### src/rtl/stopwatch_pkg.sv
// Shared definitions for the stopwatch controller: state encodings, digit width
// and default field limits.
package stopwatch_pkg;

    localparam int unsigned DIGIT_W = 4;
    localparam int unsigned STATE_W = 2;

    localparam logic [STATE_W-1:0] ST_PAUSED = 2'd0;
    localparam logic [STATE_W-1:0] ST_RUN    = 2'd1;
    localparam logic [STATE_W-1:0] ST_ADJUST = 2'd2;

    localparam int unsigned MIN_MAX_DEFAULT = 59;
    localparam int unsigned SEC_MAX_DEFAULT = 59;

endpackage

### src/rtl/bcd60_counter.sv
// Two-digit BCD counter 00..MAX with synchronous clear and wrap-around carry.
module bcd60_counter
    import stopwatch_pkg::*;
#(
    parameter int unsigned MAX = SEC_MAX_DEFAULT
) (
    input  logic               clk,
    input  logic               rst,
    input  logic               inc,
    input  logic               clear,
    output logic [DIGIT_W-1:0] tens,
    output logic [DIGIT_W-1:0] ones,
    output logic               carry_out
);

    localparam logic [DIGIT_W-1:0] MAX_TENS = DIGIT_W'(MAX / 10);
    localparam logic [DIGIT_W-1:0] MAX_ONES = DIGIT_W'(MAX % 10);

    logic [DIGIT_W-1:0] tens_q, tens_d;
    logic [DIGIT_W-1:0] ones_q, ones_d;
    logic               at_max;

    assign at_max    = (tens_q == MAX_TENS) && (ones_q == MAX_ONES);
    assign carry_out = inc && at_max;

    always_comb begin
        tens_d = tens_q;
        ones_d = ones_q;
        if (clear) begin
            tens_d = '0;
            ones_d = '0;
        end else if (inc) begin
            if (at_max) begin
                tens_d = '0;
                ones_d = '0;
            end else if (ones_q == DIGIT_W'(9)) begin
                ones_d = '0;
                tens_d = tens_q + DIGIT_W'(1);
            end else begin
                ones_d = ones_q + DIGIT_W'(1);
            end
        end
    end

    always_ff @(posedge clk or negedge rst) begin
        if (!rst) begin
            tens_q <= '0;
            ones_q <= '0;
        end else begin
            tens_q <= tens_d;
            ones_q <= ones_d;
        end
    end

    assign tens = tens_q;
    assign ones = ones_q;

endmodule

### src/rtl/stopwatch_ctrl.sv
// Stopwatch sequencing: run/pause/adjust FSM, time-base edge detection,
// MM:SS BCD time keeping and adjust-mode digit blinking.
module stopwatch_ctrl
    import stopwatch_pkg::*;
#(
    parameter int unsigned MIN_MAX = MIN_MAX_DEFAULT,
    parameter int unsigned SEC_MAX = SEC_MAX_DEFAULT
) (
    input  logic               clk,
    input  logic               rst,
    input  logic               clock1Hz,
    input  logic               clock2Hz,
    input  logic               clockBlink,
    input  logic               pause_btn,
    input  logic               clr_btn,
    input  logic               adj,
    input  logic               sel,
    output logic [DIGIT_W-1:0] min_tens,
    output logic [DIGIT_W-1:0] min_ones,
    output logic [DIGIT_W-1:0] sec_tens,
    output logic [DIGIT_W-1:0] sec_ones,
    output logic [3:0]         blank,
    output logic               running
);

    // Prev registers reset to 1 so inputs already high at release give no edge.
    logic c1_prev, c2_prev, pause_prev, clr_prev;
    logic c1_edge, c2_edge, pause_edge, clr_edge;

    always_ff @(posedge clk or negedge rst) begin
        if (!rst) begin
            c1_prev    <= 1'b1;
            c2_prev    <= 1'b1;
            pause_prev <= 1'b1;
            clr_prev   <= 1'b1;
        end else begin
            c1_prev    <= clock1Hz;
            c2_prev    <= clock2Hz;
            pause_prev <= pause_btn;
            clr_prev   <= clr_btn;
        end
    end

    assign c1_edge    = clock1Hz  && !c1_prev;
    assign c2_edge    = clock2Hz  && !c2_prev;
    assign pause_edge = pause_btn && !pause_prev;
    assign clr_edge   = clr_btn   && !clr_prev;

    logic [STATE_W-1:0] state_q, state_d;

    // A clear edge touches only the time; the state waits a cycle.
    always_comb begin
        state_d = state_q;
        if (!clr_edge) begin
            if (adj) begin
                state_d = ST_ADJUST;
            end else if (state_q == ST_ADJUST) begin
                state_d = ST_PAUSED;
            end else if (pause_edge) begin
                state_d = (state_q == ST_RUN) ? ST_PAUSED : ST_RUN;
            end
        end
    end

    // Ticks are qualified by the state held before this cycle's pause edge.
    logic run_tick, adj_tick;
    logic sec_inc, min_inc;
    logic sec_carry, min_carry_unused;

    assign run_tick = (state_q == ST_RUN) && !adj && c1_edge && !clr_edge;
    assign adj_tick = (state_q == ST_ADJUST) && adj && c2_edge && !clr_edge;
    assign sec_inc  = run_tick || (adj_tick && sel);
    assign min_inc  = (run_tick && sec_carry) || (adj_tick && !sel);

    bcd60_counter #(
        .MAX(SEC_MAX)
    ) u_sec (
        .clk      (clk),
        .rst      (rst),
        .inc      (sec_inc),
        .clear    (clr_edge),
        .tens     (sec_tens),
        .ones     (sec_ones),
        .carry_out(sec_carry)
    );

    bcd60_counter #(
        .MAX(MIN_MAX)
    ) u_min (
        .clk      (clk),
        .rst      (rst),
        .inc      (min_inc),
        .clear    (clr_edge),
        .tens     (min_tens),
        .ones     (min_ones),
        .carry_out(min_carry_unused)
    );

    logic [3:0] blank_d;

    always_comb begin
        blank_d = 4'b0000;
        if ((state_d == ST_ADJUST) && clockBlink) begin
            blank_d = sel ? 4'b0011 : 4'b1100;
        end
    end

    always_ff @(posedge clk or negedge rst) begin
        if (!rst) begin
            state_q <= ST_PAUSED;
            blank   <= 4'b0000;
            running <= 1'b0;
        end else begin
            state_q <= state_d;
            blank   <= blank_d;
            running <= (state_d == ST_RUN);
        end
    end

endmodule

### config.mk
export PLATFORM = sky130hd
export DESIGN_NAME = stopwatch_ctrl
export DESIGN_NICKNAME = d
export VERILOG_FILES = /design/src/rtl/stopwatch_pkg.sv /design/src/rtl/bcd60_counter.sv /design/src/rtl/stopwatch_ctrl.sv
export SDC_FILE = /design/constraint.sdc
export NUM_CORES = 1
export LEC_CHECK = 0
export ABC_CLOCK_PERIOD_IN_PS = 7900
export BUFFER_PORTS_ARGS = -buffer_cell sky130_fd_sc_hd__buf_2
export CAP_MARGIN = 10
export CORE_ASPECT_RATIO = 0.9
export CORE_MARGIN = 2
export CORE_UTILIZATION = 30
export CTS_CLUSTER_SIZE = 28
export DETAILED_ROUTE_END_ITERATION = 10
export HOLD_SLACK_MARGIN = 0.05
export PLACE_DENSITY_LB_ADDON = 0.25
export SLEW_MARGIN = 0
export SYNTH_ARGS = -nofsm -noshare
export SYNTH_HDL_FRONTEND = slang
export SYNTH_HIERARCHICAL = 1
export SYNTH_SLANG_ARGS = --single-unit
### constraint.sdc
create_clock -name clk -period 7.9 [get_ports clk]
set_input_delay 0.79 -clock clk [delete_from_list [all_inputs] [get_ports clk]]
set_output_delay 0.79 -clock clk [all_outputs]
set_load 0.05 [all_outputs]
== Word-level counts from Yosys, hierarchy flattened ==
Cells that the tools add are included.
W data, S select, Z words.
Storage, ports and cells
  bits in registers: 27
  word-level logic and storage cells: 78
Cells by class
  add/subtract/negate cells: 4
  equal/unequal tests: 8
  muxes and demuxes: 23
  reduce and logical (&&, ||, !) cells: 32
Operator list (count)
  $mux W4: 18
  $logic_and A1 B1 Y1: 17
  $add A4 B1 Y4 const B: 4
  $eq A4 B3 Y1 const B: 2
  $eq A4 B4 Y1 const B: 2
  $mux W2: 4
  $logic_not A1 Y1: 7
  $reduce_bool A3 Y1: 2
  $eq A2 B1 Y1 const B: 2
  $eq A2 B2 Y1 const B: 2
  $reduce_and A2 Y1: 2
  $reduce_bool A2 Y1: 2
  $logic_or A1 B1 Y1: 2
  $mux W1: 1

== Depth between registers and ports, before layout ==
  word-level depth: 11
  mapped depth: 12
  depth with buffers taken out: 11

== Modules after synthesis ==
The synthesis kept the hierarchy.
Modules (own cells, without submodules)
  bcd60_counter: instances 2, cells each 52, area each 508.0 µm², sequential area each 200.2 µm²
  stopwatch_ctrl: instances 1, cells each 38, area each 441.7 µm², sequential area each 230.2 µm²

== Worst setup path before layout ==
OpenSTA, ideal clock, no wires.
  path kind: input to register
  start: input port adj
  end: register u_min.ones_q[3], in the netlist u_min/ones[3]
  library setup time: 0.077 ns
  arrival: 2.813 ns
  slack: 5.010 ns
  stages on the path: 9
  path buffers: 0
  path through: or4b_4 -> a21oi_2 -> and2_2 -> nand2_1 -> o32ai_1 -> inv_1 -> nor3_1 -> o21ai_0 -> a21oi_1
On the way
  longest elaborated chain between the ends: 9
  elaborated cells between the ends (all ways): 14
RTL lines
  start: declaration: line stopwatch_ctrl.sv:16  | input logic adj,
  $logic_not A1 Y1 / $logic_and A1 B1 Y1 (equally long branches): line stopwatch_ctrl.sv:70, stopwatch_ctrl.sv:71
  $logic_and A1 B1 Y1, on equally long branches (2 in a row): line stopwatch_ctrl.sv:70, stopwatch_ctrl.sv:71
  $logic_and A1 B1 Y1, on equally long branches: line stopwatch_ctrl.sv:70, stopwatch_ctrl.sv:72
  $logic_or A1 B1 Y1 *: line stopwatch_ctrl.sv:72  | assign sec_inc = run_tick || (adj_tick && sel);
  named net sec_inc: line stopwatch_ctrl.sv:67  | logic sec_inc, min_inc;
  $logic_and A1 B1 Y1 *: line bcd60_counter.sv:24  | assign carry_out = inc && at_max;
  named net sec_carry: line stopwatch_ctrl.sv:68  | logic sec_carry, min_carry_unused;
  $logic_and A1 B1 Y1 *: line stopwatch_ctrl.sv:73  | assign min_inc = (run_tick && sec_carry) || (adj_tick && !sel);
  $logic_or A1 B1 Y1 *: line stopwatch_ctrl.sv:73
  named net min_inc: line stopwatch_ctrl.sv:67
  $reduce_bool A2 Y1 (no line) *
  end signal: assignment: line bcd60_counter.sv:51  | ones_q <= ones_d;
  end: declaration: line bcd60_counter.sv:20  | logic [DIGIT_W-1:0] ones_q, ones_d;
The timed path passes the listed nets; every way through them passes the cells marked *.
A chain may end at the register's enable or synchronous reset.

== Worst setup path after layout ==
Ends and elaborated chain as after synthesis.

==> results.toml <==
[run_status]
run_status = "completed"

[sta]
finClkSkew_ns = 0.00763
tns_ns = 0
count_of_pins_over_their_slew_limit = 0
report.final.hold_viol_count = 0
period_needed_ns = 3.01
maxSlewHeadroom_pct = 40.9
finalSetupViolations = 0
timing.fmax_mhz = 333
final_min_period_over_clock_period_pct = 38.0
unrepaired_setup_endpoints_after_global_routing = "false"
timing_worst_slew_pin_value_ns = 0.884

[power_and_ir_drop]
clockPowerShare_pct = 25.2
power_per_cell_area_mw_per_mm2 = 181
combPwrFrac_pct = 25.3
switching_share_pct = 34.3
p_leak_uw = 0.000788
netSwitchingPower_uw = 103
ir_worst_vdd_uv = 61.9
internal_power_uw = 198
power.sequential.fraction_pct = 49.4

[job]
cap_viol_max_count = 0

[global_routing]
grt_max_degree = 27
grt_first_pass_wirelength_mm = 4.80
grt_usage_pct = 11.1
grt_remaining_overflow = 0
vias_in_the_first_global_route = 1047
initial_antenna_violation_count = 0

[worst_hold_path]
hold_path.class = "input port to async pin"

[synth]
syn_inst = 141
synth.avg_cell_area_um2 = 10.3
syn_area_mm2 = 0.00145
synth_fp_nets = 158
yosys_warnings = 6

[floorplanning]
core_mm2 = 0.00455
dieWidth_um = 77.3
top_level_i_o_count = 30
floorplan.die.height_um = 70.0
num_rows = 23
starting_density_pct = 31.9
die_area_mm2 = 0.00541

[cts]
clockRootBuffer = "sky130_fd_sc_hd__clkbuf_8"
clk-insertion-delay-late_ns = 0.27
clkTransAtPathRegs_ns = 0.09
cts.repair_timing.setup_buffer_count = 0
max-clock-path-buffers = 2
cts.hold.buffers_added = 0
number_of_gates_resized_after_cts = 0
tritoncts = "done"
htreeDepth = 1
cts_buffers = 3
cts.sink_count = 25

[placement]
routabilityCongestion = 0.769
post_detailed_placement_half_perimeter_wirelength_mm = 2.09
numPlacedInstances = 226
place.port_buffers = 29

[route]
drt_first_iter_violations = 58
route.final.wire_length_mm = 2.80
detail_route.wl_per_cell_um = 12.2
drt_first_pass_iters = 4
route.antenna.remaining_nets = 0
number_of_vias_per_cell = 4.79
drc_violations_left = 0
num_vias = 1102

[worst_setup_path]
timing.critical_path.required_ns = 8.10
arrival_ns = 3.20
critical_path.startpoint_type = "input port"
critical_path_peak_fanout = 7
worst_setup_path_end_kind = "flop"
timing.setup.critical_path_class = "input port to flop"

[cells_and_area]
final_cells = 230
areaGrowthSynthToFinish_pct = 14.8
antennaDiodeCount = 0
share_of_cells_above_drive_strength_1_pct = 30.4
number_of_nets_in_the_final_layout = 186
n_fill_cell = 487
## area by class of cell
class	count	area, um2	area share [%]
clock buffers	4	45.0	2.70
inverters	11	41.3	2.48
multi-input cells	99	726	43.6
flip-flops and latches	25	631	37.9
well taps	62	77.6	4.66
repair buffers	29	145	8.72
## layer usage
layer / track usage (%) / vias to the layer above / share of wire, %
met3: 3.49 / 4 / 4.8
met2: 17.8 / 22 / 47
met4: 4.17 / 0 / 1.3
met5: 0 / - / 0
li1: - / 550 / -
met1: 13.9 / 526 / 47
## state kept, by name, summed over array words and instances, names as in the netlist, 2 cells and up
name        cells
u_min/ones      4
blank           2
u_sec/ones      4
state_q         2
u_min/tens      4
u_sec/tens      4
## worst max-delay path: stages
cell	delay [ns]
sky130_fd_sc_hd__buf_2	0.14
sky130_fd_sc_hd__or4b_4	0.55
sky130_fd_sc_hd__a21oi_2	0.34
sky130_fd_sc_hd__and2_2	0.21
sky130_fd_sc_hd__nand2_1	0.04
sky130_fd_sc_hd__o32ai_1	0.43
sky130_fd_sc_hd__inv_1	0.23
sky130_fd_sc_hd__nor3_1	0.22
sky130_fd_sc_hd__o21ai_0	0.12
sky130_fd_sc_hd__a21oi_1	0.13
## stage by stage
stage | worst slack, ns | area [um2] | hold slack, ns | total power (uW) | utilization, %
2_1_floorplan | 5.03 | 1450 | 0.494 | 209 | -
3_3_place_gp | 4.74 | 1620 | 0.538 | 227 | 35.6
3_5_place_dp | 4.62 | 1620 | 0.547 | 229 | 35.6
4_1_cts | 4.89 | 1670 | 0.515 | 308 | 36.6
5_1_grt | 4.58 | 1670 | 0.528 | 322 | 36.6
6_report | 4.89 | 1670 | 0.500 | 301 | 36.6
## path summary, 6_finish.rpt
check | from | endpoint | slack, ns | depth (start not counted)
max in group asynchronous | rst | pause_prev | 7.02 | 1
hold / removal | rst | u_sec/tens[3] | 0.50 | 1
min in group clk | u_min/tens[1] | u_min/tens[1] | 0.56 | 2
setup / recovery | adj | u_min/ones[3] | 4.89 | 10
hold reg to reg | u_min/tens[1] | u_min/tens[1] | 0.56 | 2
setup reg to reg | state_q[1] | u_min/ones[3] | 4.92 | 10
## cell usage in the layout (no fill, tap or decap), types with 2 or more instances in the layout
cell                        n
sky130_fd_sc_hd__buf_2     29
sky130_fd_sc_hd__dfrtp_1   21
sky130_fd_sc_hd__nand2_1   11
sky130_fd_sc_hd__inv_1     10
sky130_fd_sc_hd__a21oi_1    9
sky130_fd_sc_hd__ha_1       8
sky130_fd_sc_hd__nor2_1     7
sky130_fd_sc_hd__nor3_1     7
sky130_fd_sc_hd__o21ai_0    6
sky130_fd_sc_hd__dfstp_2    4
sky130_fd_sc_hd__and2_1     4
sky130_fd_sc_hd__and3b_1    3
sky130_fd_sc_hd__nand4b_1   3
sky130_fd_sc_hd__o211ai_1   3
sky130_fd_sc_hd__clkbuf_8   3
sky130_fd_sc_hd__nand2b_1   2
sky130_fd_sc_hd__and2b_1    2
sky130_fd_sc_hd__and3_4     2
sky130_fd_sc_hd__a21oi_4    2
sky130_fd_sc_hd__o41ai_2    2
sky130_fd_sc_hd__nor4_2     2
sky130_fd_sc_hd__a21o_1     2
sky130_fd_sc_hd__nand3_1    2
sky130_fd_sc_hd__or3_1      2
sky130_fd_sc_hd__o31ai_1    2
sky130_fd_sc_hd__xnor2_1    2
## power by group through the flow
stage / clock network (uW) / registers (uW) / logic, uW
floorplan: 0 / 176 / 33.9
global placement: 0 / 151 / 75.9
detailed placement: 0 / 152 / 77.7
CTS: 80.8 / 149 / 77.7
global route: 87.6 / 151 / 83.2
finish: 76.1 / 149 / 76.4
Note: power is estimated with default switching activity, not from simulation.
